File: config.mk
export PLATFORM = sky130hd
export DESIGN_NAME = serial_to_parallel
export DESIGN_NICKNAME = d
export VERILOG_FILES = /design/src/rtl/serial_to_parallel_pkg.sv /design/src/rtl/serial_to_parallel_decode.sv /design/src/rtl/serial_to_parallel.sv
export SDC_FILE = /design/constraint.sdc
export NUM_CORES = 1
export LEC_CHECK = 0
export CORE_MARGIN = 3
export CORE_UTILIZATION = 38
export DETAILED_ROUTE_END_ITERATION = 8
export GPL_ROUTABILITY_DRIVEN = 0
export SYNTH_ARGS = -nofsm -noshare
export SYNTH_HDL_FRONTEND = slang
export SYNTH_SLANG_ARGS = --single-unit
File: constraint.sdc
create_clock -name clk -period 2.47 [get_ports clk]
set_clock_uncertainty 0.2 [all_clocks]
set_input_delay 0.6175 -clock clk [delete_from_list [all_inputs] [get_ports clk]]
set_output_delay 0.6175 -clock clk [all_outputs]
set_load 0.05 [all_outputs]
File: src/rtl/serial_to_parallel_pkg.sv
// serial_to_parallel_pkg
// Shared definitions for the serial Hamming(7,4) receive path:
//   - bit positions of the codeword fields inside hm[6:0]
//   - frame length
//   - receiver FSM state type
//   - syndrome helper
package serial_to_parallel_pkg;

  // Codeword layout: hm[6]..hm[0] = positions 1..7 = p1 p2 d1 p4 d2 d3 d4
  localparam int unsigned P1 = 6;
  localparam int unsigned P2 = 5;
  localparam int unsigned D1 = 4;
  localparam int unsigned P4 = 3;
  localparam int unsigned D2 = 2;
  localparam int unsigned D3 = 1;
  localparam int unsigned D4 = 0;

  localparam int unsigned FRAME_LEN = 7;

  typedef enum logic {
    SYNC = 1'b0,
    RUN  = 1'b1
  } rx_state_t;

  // Returns {s4, s2, s1}; a nonzero value is the 1-based erroneous position.
  function automatic logic [2:0] hamming74_syndrome(input logic [6:0] hm);
    logic s1, s2, s4;
    s1 = hm[P1] ^ hm[D1] ^ hm[D2] ^ hm[D4];
    s2 = hm[P2] ^ hm[D1] ^ hm[D3] ^ hm[D4];
    s4 = hm[P4] ^ hm[D2] ^ hm[D3] ^ hm[D4];
    return {s4, s2, s1};
  endfunction

endpackage

File: src/rtl/serial_to_parallel_decode.sv
// hamming74_decode
// Combinational Hamming(7,4) decoder.
// Optional feature macro: HAMMING_CORRECT_EN
//   defined   - the bit at the syndrome position is inverted before data
//               extraction (single-bit correction)
//   undefined - data is extracted from the raw codeword
// Ports:
//   hm       in  7 - codeword, hm[6] = position 1
//   syndrome out 3 - {s4, s2, s1}
//   err      out 1 - syndrome nonzero
//   data     out 4 - {d1, d2, d3, d4}
module hamming74_decode
  import serial_to_parallel_pkg::*;
(
  input  logic [6:0] hm,
  output logic [2:0] syndrome,
  output logic       err,
  output logic [3:0] data
);

  logic [6:0] cw;

  assign syndrome = hamming74_syndrome(hm);
  assign err      = |syndrome;

`ifdef HAMMING_CORRECT_EN
  logic [2:0] flip_idx;

  // Position p lives at hm[7-p]; syndrome 0 means nothing to flip.
  assign flip_idx = 3'(FRAME_LEN) - syndrome;

  always_comb begin
    cw = hm;
    if (err) begin
      cw[flip_idx] = ~hm[flip_idx];
    end
  end
`else
  assign cw = hm;
`endif

  assign data = {cw[D1], cw[D2], cw[D3], cw[D4]};

endmodule

File: src/rtl/serial_to_parallel.sv
// serial_to_parallel
// Receive-side deserializer + Hamming(7,4) decoder for the serial codeword
// link. Frames are 7 bits, hm[6] first, back to back.
// Optional feature macro: HAMMING_CORRECT_EN (single-bit correction of
// data_out; hm_in is always the raw codeword).
// Parameters:
//   ERR_CNT_W - width of the saturating error-frame counter
// Ports:
//   clk      in  1         - clock, rising edge
//   rst_n    in  1         - asynchronous active-low reset
//   chuan    in  1         - serial bit stream
//   align    in  1         - frame sync: chuan at this edge is hm[6]
//   hm_in    out 7         - last received codeword (uncorrected)
//   data_out out 4         - decoded {d1,d2,d3,d4}
//   syndrome out 3         - {s4,s2,s1} of last frame
//   err      out 1         - last frame had nonzero syndrome
//   valid    out 1         - one-cycle pulse when outputs update
//   err_cnt  out ERR_CNT_W - saturating count of erroneous frames
module serial_to_parallel
  import serial_to_parallel_pkg::*;
#(
  parameter int unsigned ERR_CNT_W = 8
) (
  input  logic                 clk,
  input  logic                 rst_n,
  input  logic                 chuan,
  input  logic                 align,
  output logic [6:0]           hm_in,
  output logic [3:0]           data_out,
  output logic [2:0]           syndrome,
  output logic                 err,
  output logic                 valid,
  output logic [ERR_CNT_W-1:0] err_cnt
);

  localparam logic [2:0] LAST_BIT = 3'(FRAME_LEN - 1);

  rx_state_t  state, state_nxt;
  logic [2:0] cnt, cnt_nxt;
  // Only the six bits preceding the current one are stored; the seventh
  // bit of a frame is taken straight from chuan at the completing edge.
  logic [5:0] shift, shift_nxt;
  logic       frame_done;

  logic [6:0] codeword;
  logic [2:0] dec_syndrome;
  logic       dec_err;
  logic [3:0] dec_data;

  assign codeword = {shift, chuan};

  hamming74_decode u_decode (
    .hm       (codeword),
    .syndrome (dec_syndrome),
    .err      (dec_err),
    .data     (dec_data)
  );

  always_ff @(posedge clk or negedge rst_n) begin
    if (!rst_n) begin
      state <= SYNC;
      cnt   <= '0;
      shift <= '0;
    end else begin
      state <= state_nxt;
      cnt   <= cnt_nxt;
      shift <= shift_nxt;
    end
  end

  // align overrides everything, including a frame completing on the same edge.
  always_comb begin
    state_nxt  = state;
    cnt_nxt    = cnt;
    shift_nxt  = shift;
    frame_done = 1'b0;
    if (align) begin
      state_nxt = RUN;
      cnt_nxt   = 3'd1;
      shift_nxt = {5'b0, chuan};
    end else begin
      case (state)
        SYNC: begin
          state_nxt = RUN;
          cnt_nxt   = '0;
        end
        RUN: begin
          shift_nxt = {shift[4:0], chuan};
          if (cnt == LAST_BIT) begin
            cnt_nxt    = '0;
            frame_done = 1'b1;
          end else begin
            cnt_nxt = cnt + 3'd1;
          end
        end
        default: begin
          state_nxt = SYNC;
          cnt_nxt   = '0;
        end
      endcase
    end
  end

  always_ff @(posedge clk or negedge rst_n) begin
    if (!rst_n) begin
      hm_in    <= '0;
      data_out <= '0;
      syndrome <= '0;
      err      <= 1'b0;
      valid    <= 1'b0;
      err_cnt  <= '0;
    end else begin
      valid <= frame_done;
      if (frame_done) begin
        hm_in    <= codeword;
        data_out <= dec_data;
        syndrome <= dec_syndrome;
        err      <= dec_err;
        if (dec_err && (err_cnt != '1)) begin
          err_cnt <= err_cnt + ERR_CNT_W'(1);
        end
      end
    end
  end

endmodule

==> impl_metrics.ini, run 1 <==
[status]
status = completed

[synth]
synth_top_family_by_area = simple AND/OR/NAND/NOR gates
synth_compound_area_frac = 0.0416
synthAdderAreaFrac = 0.00904
synthSimpleGateAreaFrac = 0.149
ys_types = 30
syn_nets = 120
synth.largest_area_cell = dfrtp_1
yosys-top-cells-area = dfrtp_1 (54%), xor2_1 (7.6%), mux2_2 (6.5%)
synthArstFlopShare = 1.00
syn_area_um2 = 1380
synth_edf_count = 0
synth_xor_area_frac = 0.0949
syn_avg_cell_area_um2 = 12.0
ys_top_cells_by_count = dfrtp_1 (30), nor2_1 (12), xor2_1 (12)
ys.warnings.count = 0
synth.most_common_cell = dfrtp_1
muxShareOfSynthArea = 0.123
netlist.area_leader.share = 0.542
synthCells = 115
synth_seq_cells = 30
synth_ff_type = dfrtp_1
ys_seq_area_frac = 0.542

[sta]
layout_min_cycle_time_ns = 2.38
fin_worst_hold_slack_ns = 0.317
finalSetupViolCount = 0
rsz0062_at_grt = false
relSlewSlack = 0.658
fmax_mhz = 419
slew_viol_final = 0
timing.final.crit_share = 0.965
tightest_slew_ns = 0.512
hold_viol = 0
setup_ws_ns = 0.0854

[worst_setup_path]
crit_required_ns = 1.65
rr_worst_depth = 5
r2r_start = shift[1]
path_max_fanout = 4
reg2reg_slack_ns = 0.52
timing.rr.end = err_cnt[6]
cp.arrival_ns = 1.57
cpMaxStageDelayCell = clkdlybuf4s50_1
path_delay_family = buffers and inverters
start_kind = register
path_class = reg2out
endpoint_kind = output port
cp_cell_sequence = clkdlybuf4s50_1
crit_buf_inv = 1
max_stage_delay_ns = 0.83

[cts]
post_cts_buffers = 0
cts-root-buf = clkbuf_4
cts.sinks = 30
cts_tree = yes
cts.clk_slew.worst_paths_ns = 0.08
cts_resized = 0
htree_levels = 2
cts_hold_buf = 0
clk-insertion-delay-late_ns = 0.33
clock_path_buffers = 2
cts_made_buffers = 5

[grt]
grtUsageTotal = 0.137
grt-ovfl-total = 0
grt_antenna_before_repair = 0
grt_pass1_wl_mm = 4.44
grt_start_max_net_pins = 31
grt_pass1_vias = 933

[die]
num_io_pins = 28
die_area_um2 = 4400
fp.dieH_um = 66.3
core_um2 = 3420
fp.dieW_um = 66.3
rows = 21
start_util = 0.405

[placed_design]
dpl_worst_slack_ns = -0.142
portBuffers = 27
dp_hpwl_mm = 1.86
dp.cells = 192

[drt]
ant_nets = 0
wl_met1_mm = 1.14
wl_per_cell_um = 12.8
dr_wl_met3_um = 112
drc_errors = 0
dr_wl_met2_mm = 1.25
drtIter0Drc = 67
drt-total-wl_mm = 2.55
vias = 958
via_per_inst = 4.79
drt_first_pass_iters = 4
highest-signal-layer = met4

[power_and_ir_drop]
powerDensity_nw_per_um2 = 503
power_mw = 0.922
cellLeakagePower_nw = 0.948
vdd_drop_max_uv = 300

[worst_hold_path]
hold-path-cell-count = 1
hp-start = err_cnt[5]
hold_class = reg2reg
hold_end = err_cnt[5]

[layout]
stdcell_count = 200
finalNetCount = 158
multiInputGateArea_um2 = 582
nFillCells = 314
synthToLayoutAreaGrowth_pct = 32.3
layout-drive-gt1-share = 0.227
diodes = 0
regArea_um2 = 751

[job]
drv_cap = 0
==> placed cells by master, fill, tap and decap left out, types with 3 or more instances in the layout <==
master,synthesis,layout
a21oi_1,6,6
buf_4,4,10
clkbuf_4,0,5
clkdlybuf4s50_1,0,24
dfrtp_1,30,30
dlymetal6s2s_1,0,3
mux2_2,8,8
mux2i_1,5,5
nand2_1,3,3
nand3_1,3,3
nor2_1,12,12
nor3_1,4,4
xnor2_1,3,3
xor2_1,12,12
==> registers in the layout, indices dropped and copies added (netlist names) <==
register,cells
valid,1
syndrome,3
hm_in,7
state,1
cnt,3
err_cnt,8
shift,6
err,1
==> routing by layer <==
metal,up-vias,global-route usage
met5,-,0
met2,19,0.211
li1,467,-
met4,0,0.0685
met1,466,0.165
met3,6,0.0544
==> report_power, final <==
group,internal (mW),switching [mW]
combinational,0.0552,0.0542
sequential,0.500,0.0108
clock,0.138,0.164
==> worst max-delay path by stage <==
| stage | start | endpoint | cells past startpoint |
|---|---|---|---|
| final | err_cnt[7] | err_cnt[7] | 1 |
| after global routing | err_cnt[6] | err_cnt[6] | 1 |
| after CTS | err_cnt[2] | err_cnt[2] | 1 |
| after detailed placement | chuan | err_cnt[6] | 6 |
| after global placement | chuan | err_cnt[6] | 6 |
| after floorplan | align | err_cnt[1] | 6 |
==> metrics by stage <==
step / cell area, um^2 / utilization / setup TNS, ns
after global routing: 1830 / 0.536 / 0
after CTS: 1820 / 0.534 / 0
after detailed placement: 1760 / 0.516 / -0.829
after global placement: 1760 / 0.516 / -0.642
after floorplan: 1380 / - / 0
final: 1830 / 0.536 / 0
==> kinds of logic (layout without fill, tap and decap cells) <==
| kind of cell | Yosys count | in the layout |
|---|---|---|
| AO/OA/AOI/OAI | 8 | 8 |
| multiplexers | 15 | 15 |
| buffers and inverters | 9 | 48 |
| flip-flops | 30 | 30 |
| XOR/XNOR | 15 | 15 |
| AND/OR/NAND/NOR | 36 | 36 |
| other | 1 | 1 |
| adder cells (fa/ha/maj) | 1 | 1 |
==> final cells by class <==
type | count | area share
clock inverter | 1 | 0.00273
multi-input combinational | 76 | 0.318
inverter | 2 | 0.00410
tap | 46 | 0.0314
clock buffer | 7 | 0.0301
sequential | 30 | 0.410
timing repair buffer | 38 | 0.204
Power figures use the tool's default switching activity.
==> inputs of run 2 (changes only) <==
--- a/config.mk
+++ b/config.mk
@@ -5,10 +5,12 @@
 export SDC_FILE = /design/constraint.sdc
 export NUM_CORES = 1
 export LEC_CHECK = 0
+export CORE_ASPECT_RATIO = 1.2
 export CORE_MARGIN = 3
 export CORE_UTILIZATION = 38
 export DETAILED_ROUTE_END_ITERATION = 8
 export GPL_ROUTABILITY_DRIVEN = 0
+export PLACE_DENSITY = 0.6
 export SYNTH_ARGS = -nofsm -noshare
 export SYNTH_HDL_FRONTEND = slang
 export SYNTH_SLANG_ARGS = --single-unit
==> impl_metrics.ini, run 2 (synthesis results as in run 1) <==
[drt]
drc_errors = 0
ant_nets = 0
wl_per_cell_um = 13.2
via_per_inst = 5.00
drt-total-wl_mm = 2.49
vias = 940
drtIter0Drc = 41
drt_first_pass_iters = 2

[grt]
grt_antenna_before_repair = 0
grt_start_max_net_pins = 31
grtUsageTotal = 0.133
grt_pass1_vias = 967
grt-ovfl-total = 0
grt_pass1_wl_mm = 4.36

[cts]
post_cts_buffers = 0
cts-root-buf = clkbuf_8
cts_resized = 0
cts_hold_buf = 0
cts.sinks = 30
cts.clk_slew.worst_paths_ns = 0.06
clk-insertion-delay-late_ns = 0.27
cts_made_buffers = 5
cts_tree = yes
htree_levels = 2
clock_path_buffers = 2

[worst_setup_path]
max_stage_delay_ns = 0.47
path_max_fanout = 7
timing.rr.end = err_cnt[6]
start_kind = input port
startpoint = chuan
crit_buf_inv = 1
endpoint_kind = register
cp.arrival_ns = 2.36
cp_cell_sequence = clkdlybuf4s50_1, xor2_1, or3_4, a21boi_4, nor2_1, mux2_4
r2r_start = shift[0]
path_class = in2reg
crit_required_ns = 2.43
reg2reg_slack_ns = 0.44
cpMaxStageDelayCell = clkdlybuf4s50_1
rr_worst_depth = 5
path_delay_family = simple AND/OR/NAND/NOR gates

[placed_design]
dp.cells = 180
dp_hpwl_mm = 1.83
portBuffers = 27

[sta]
timing.final.crit_share = 0.972
fmax_mhz = 417
tightest_slew_ns = 0.500
relSlewSlack = 0.666
rsz0062_at_grt = false
finalSetupViolCount = 0
slew_viol_final = 0
hold_viol = 0
layout_min_cycle_time_ns = 2.40

[job]
drv_cap = 0

[layout]
top_regs = err_cnt x8, hm_in x7, shift x6
largest_register = err_cnt
stdcell_count = 188
multiInputGateArea_um2 = 582
layout-drive-gt1-share = 0.212
largest_reg_flops = 8
nFillCells = 314
diodes = 0
synthToLayoutAreaGrowth_pct = 30.7
finalNetCount = 155
regArea_um2 = 751
layout_common_cells = dfrtp_1 (30), clkdlybuf4s50_1 (27), nor2_1 (12), xor2_1 (12)
final_common_cell = dfrtp_1

[die]
start_util = 0.404
die_area_um2 = 4400
core_um2 = 3420
fp.dieW_um = 61.1
num_io_pins = 28
rows = 23
fp.dieH_um = 72.1

[worst_hold_path]
hp-start = hm_in[3]
hold_end = hm_in[3]
hold-path-cell-count = 1
hold_class = reg2reg

[power_and_ir_drop]
powerDensity_nw_per_um2 = 555
vdd_drop_max_uv = 363
power_mw = 1.00
cellLeakagePower_nw = 0.886

[status]
status = completed
## run 2: cell count changes in the layout (fill, tap and decap cells not counted), sizes merged
cell and delta:
clkdlybuf4s50 +3, dlymetal6s2s -3, buf -3
## run 2: how the worst max path moves through the flow
stage            endpoint  slack [ns]  cells after the start
4_1_cts        err_cnt[6]        0.06                      6
2_1_floorplan  err_cnt[1]        0.29                      6
3_3_place_gp   err_cnt[6]       -0.21                      6
6_report       err_cnt[6]        0.07                      6
3_5_place_dp   err_cnt[6]       -0.23                      6
5_1_grt        err_cnt[6]       0.002                      6
## run 2: area by class of cell
type / instances / area share
Clock buffer: 7 / 0.0478
Clock inverter: 1 / 0.00277
Inverter: 2 / 0.00415
Multi-Input combinational cell: 76 / 0.322
Sequential cell: 30 / 0.415
Tap cell: 37 / 0.0256
Timing Repair Buffer: 35 / 0.183
## run 2: routing by layer
metal	GRT usage	part of all wire	vias up
li1	-	-	454
met1	0.164	0.46	463
met2	0.205	0.48	18
met3	0.0552	0.047	5
met4	0.0506	0.018	0
met5	0	0	-
## run 2: through the flow
stage               cell area (um^2)  setup TNS (ns)  hold slack [ns]   util  worst slack [ns]
finish                          1810               0            0.305  0.528            0.0695
global route                    1810               0            0.339  0.528           0.00237
CTS                             1810               0            0.310  0.528            0.0611
detailed placement              1720           -1.26            0.295  0.501            -0.230
global placement                1720           -1.18            0.290  0.501            -0.212
floorplan                       1380               0            0.122      -             0.293
## run 2: worst reg2reg max path, cell delays in order, from the launching register on
cell and delay, ns:
dfrtp_1 0.44, xor2_1 0.22, or3_4 0.41, a21boi_4 0.24, nor2_1 0.11, mux2_4 0.30
## run 2: power by group
| part | switching [mW] | leakage, nW | internal (mW) |
|---|---|---|---|
| Combinational | 0.0501 | 0.428 | 0.0455 |
| Clock | 0.170 | 0.0482 | 0.224 |
| Sequential | 0.0130 | 0.410 | 0.501 |
==> RTL edit: new RTL, config.mk and constraints of run 1 <==
Put one more register stage on the output `err`, cleared by the reset. The value now appears one clock later. The other outputs are not delayed to match.
--- a/src/rtl/serial_to_parallel.sv
+++ b/src/rtl/serial_to_parallel.sv
@@ -36,2 +36,4 @@
   localparam logic [2:0] LAST_BIT = 3'(FRAME_LEN - 1);
+
+  logic err_s0;
 
@@ -108,3 +110,3 @@
       syndrome <= '0;
-      err      <= 1'b0;
+      err_s0   <= 1'b0;
       valid    <= 1'b0;
@@ -117,3 +119,3 @@
         syndrome <= dec_syndrome;
-        err      <= dec_err;
+        err_s0   <= dec_err;
         if (dec_err && (err_cnt != '1)) begin
@@ -125,2 +127,10 @@
 
+  always_ff @(posedge clk or negedge rst_n) begin
+    if (!rst_n) begin
+      err <= '0;
+    end else begin
+      err <= err_s0;
+    end
+  end
+
 endmodule
Formal check against the unedited RTL: not equivalent (Yosys sat finds a counterexample within 10 cycles, from zero or initial values and one cycle with rst_n low).
==> RTL edit against run 1 <==
- count of clock-buffer cells in the layout rose by 1
- critical endpoint is now err_cnt[3]
- register-to-register slack improved by 0.02 ns
- final area rose by 1.6%
- sequential power rose by 3.9%
- critical path depth did not move
- highest routed layer unchanged
- total power rose by 15%
- wire length rose by 2.9%
- cell count fell by 0.50%
- area after synthesis rose by 1.8%
- sequential share of layout area rose by 0.68 points
- utilization rose by 0.46 points
- sequential cell count rose by 1
- setup slack got worse by 0.0036 ns
==> RTL edit: results (changes against run 1) <==
metric	value	unit	change
hold_ws	0.180	ns	-0.137 ns
WHS Path Cells	0		-1
Nets	157		-0.63%
top cells by area, synth	dfrtp_1, xor2_1, mux2_2, mux2i_1, nor2_1		
GR met2 Demand/Resource	21.4	%	+0.35 points
post-synth net total	121		+0.83%
GR Util met1	18.2	%	+1.6 points
launch point of the worst path	err_cnt[3]		
worst-margin pin slew	0.514	ns	+0.00239 ns
vias	947		-1.1%
clk_lat worst skew	0.28	ns	-0.05 ns
DP HPWL	1.92	mm	+3.1%
XOR/XNOR Fraction of Synth Area	9.33	%	-0.17 points
Placement Cell Area	1760	um^2	-0.14%
clk root buf	clkbuf_8		
Met3 Wirelength	150	um	+34%
RR Startpoint	shift[0]		
R2R setup slack	0.54	ns	+0.02 ns
number of cells on the worst reg-to-reg path	6		+1
CP max FO	6		+2
Comb power	101	uW	-7%
pin count of the biggest net entering global routing	32		+3.2%
wire length on met2	1.30	mm	+4.3%
status	completed		
syn_area_per_cell	12.1	um^2	+0.93%
Global Route Usage Sum	14.1	%	+0.42 points
==> RTL edit: cell types whose count changed after synthesis <==
cell     delta
dfrtp_1     +1
==> RTL edit: cells by family after synthesis <==
kind of cell / count (synthesis)
other: 1
DFF: 31
muxes: 15
buffers and inverters: 9
xor gates and xnor gates: 15
and+or+nand+nor: 36
AOI/OAI and AO/OA: 8
adders and majority gates: 1
==> RTL edit: area by class of cell <==
| class | instances | area (um^2) | area share [%] |
|---|---|---|---|
| flip-flops and latches | 31 | 776 | 41.7 |
| multi-input cells | 76 | 582 | 31.3 |
| repair buffers | 36 | 338 | 18.2 |
| clock buffers | 8 | 100 | 5.38 |
| well taps | 46 | 57.6 | 3.09 |
| inverters | 2 | 7.51 | 0.403 |
==> RTL edit: stage by stage <==
step,utilization [%],setup WS (ns),power [mW]
after floorplan,-,0.293,0.597
after global placement,51.1,-0.111,0.640
after detailed placement,51.1,-0.144,0.643
after CTS,54.1,0.0806,1.08
after global routing,54.1,0.0242,1.11
final,54.1,0.0817,1.06
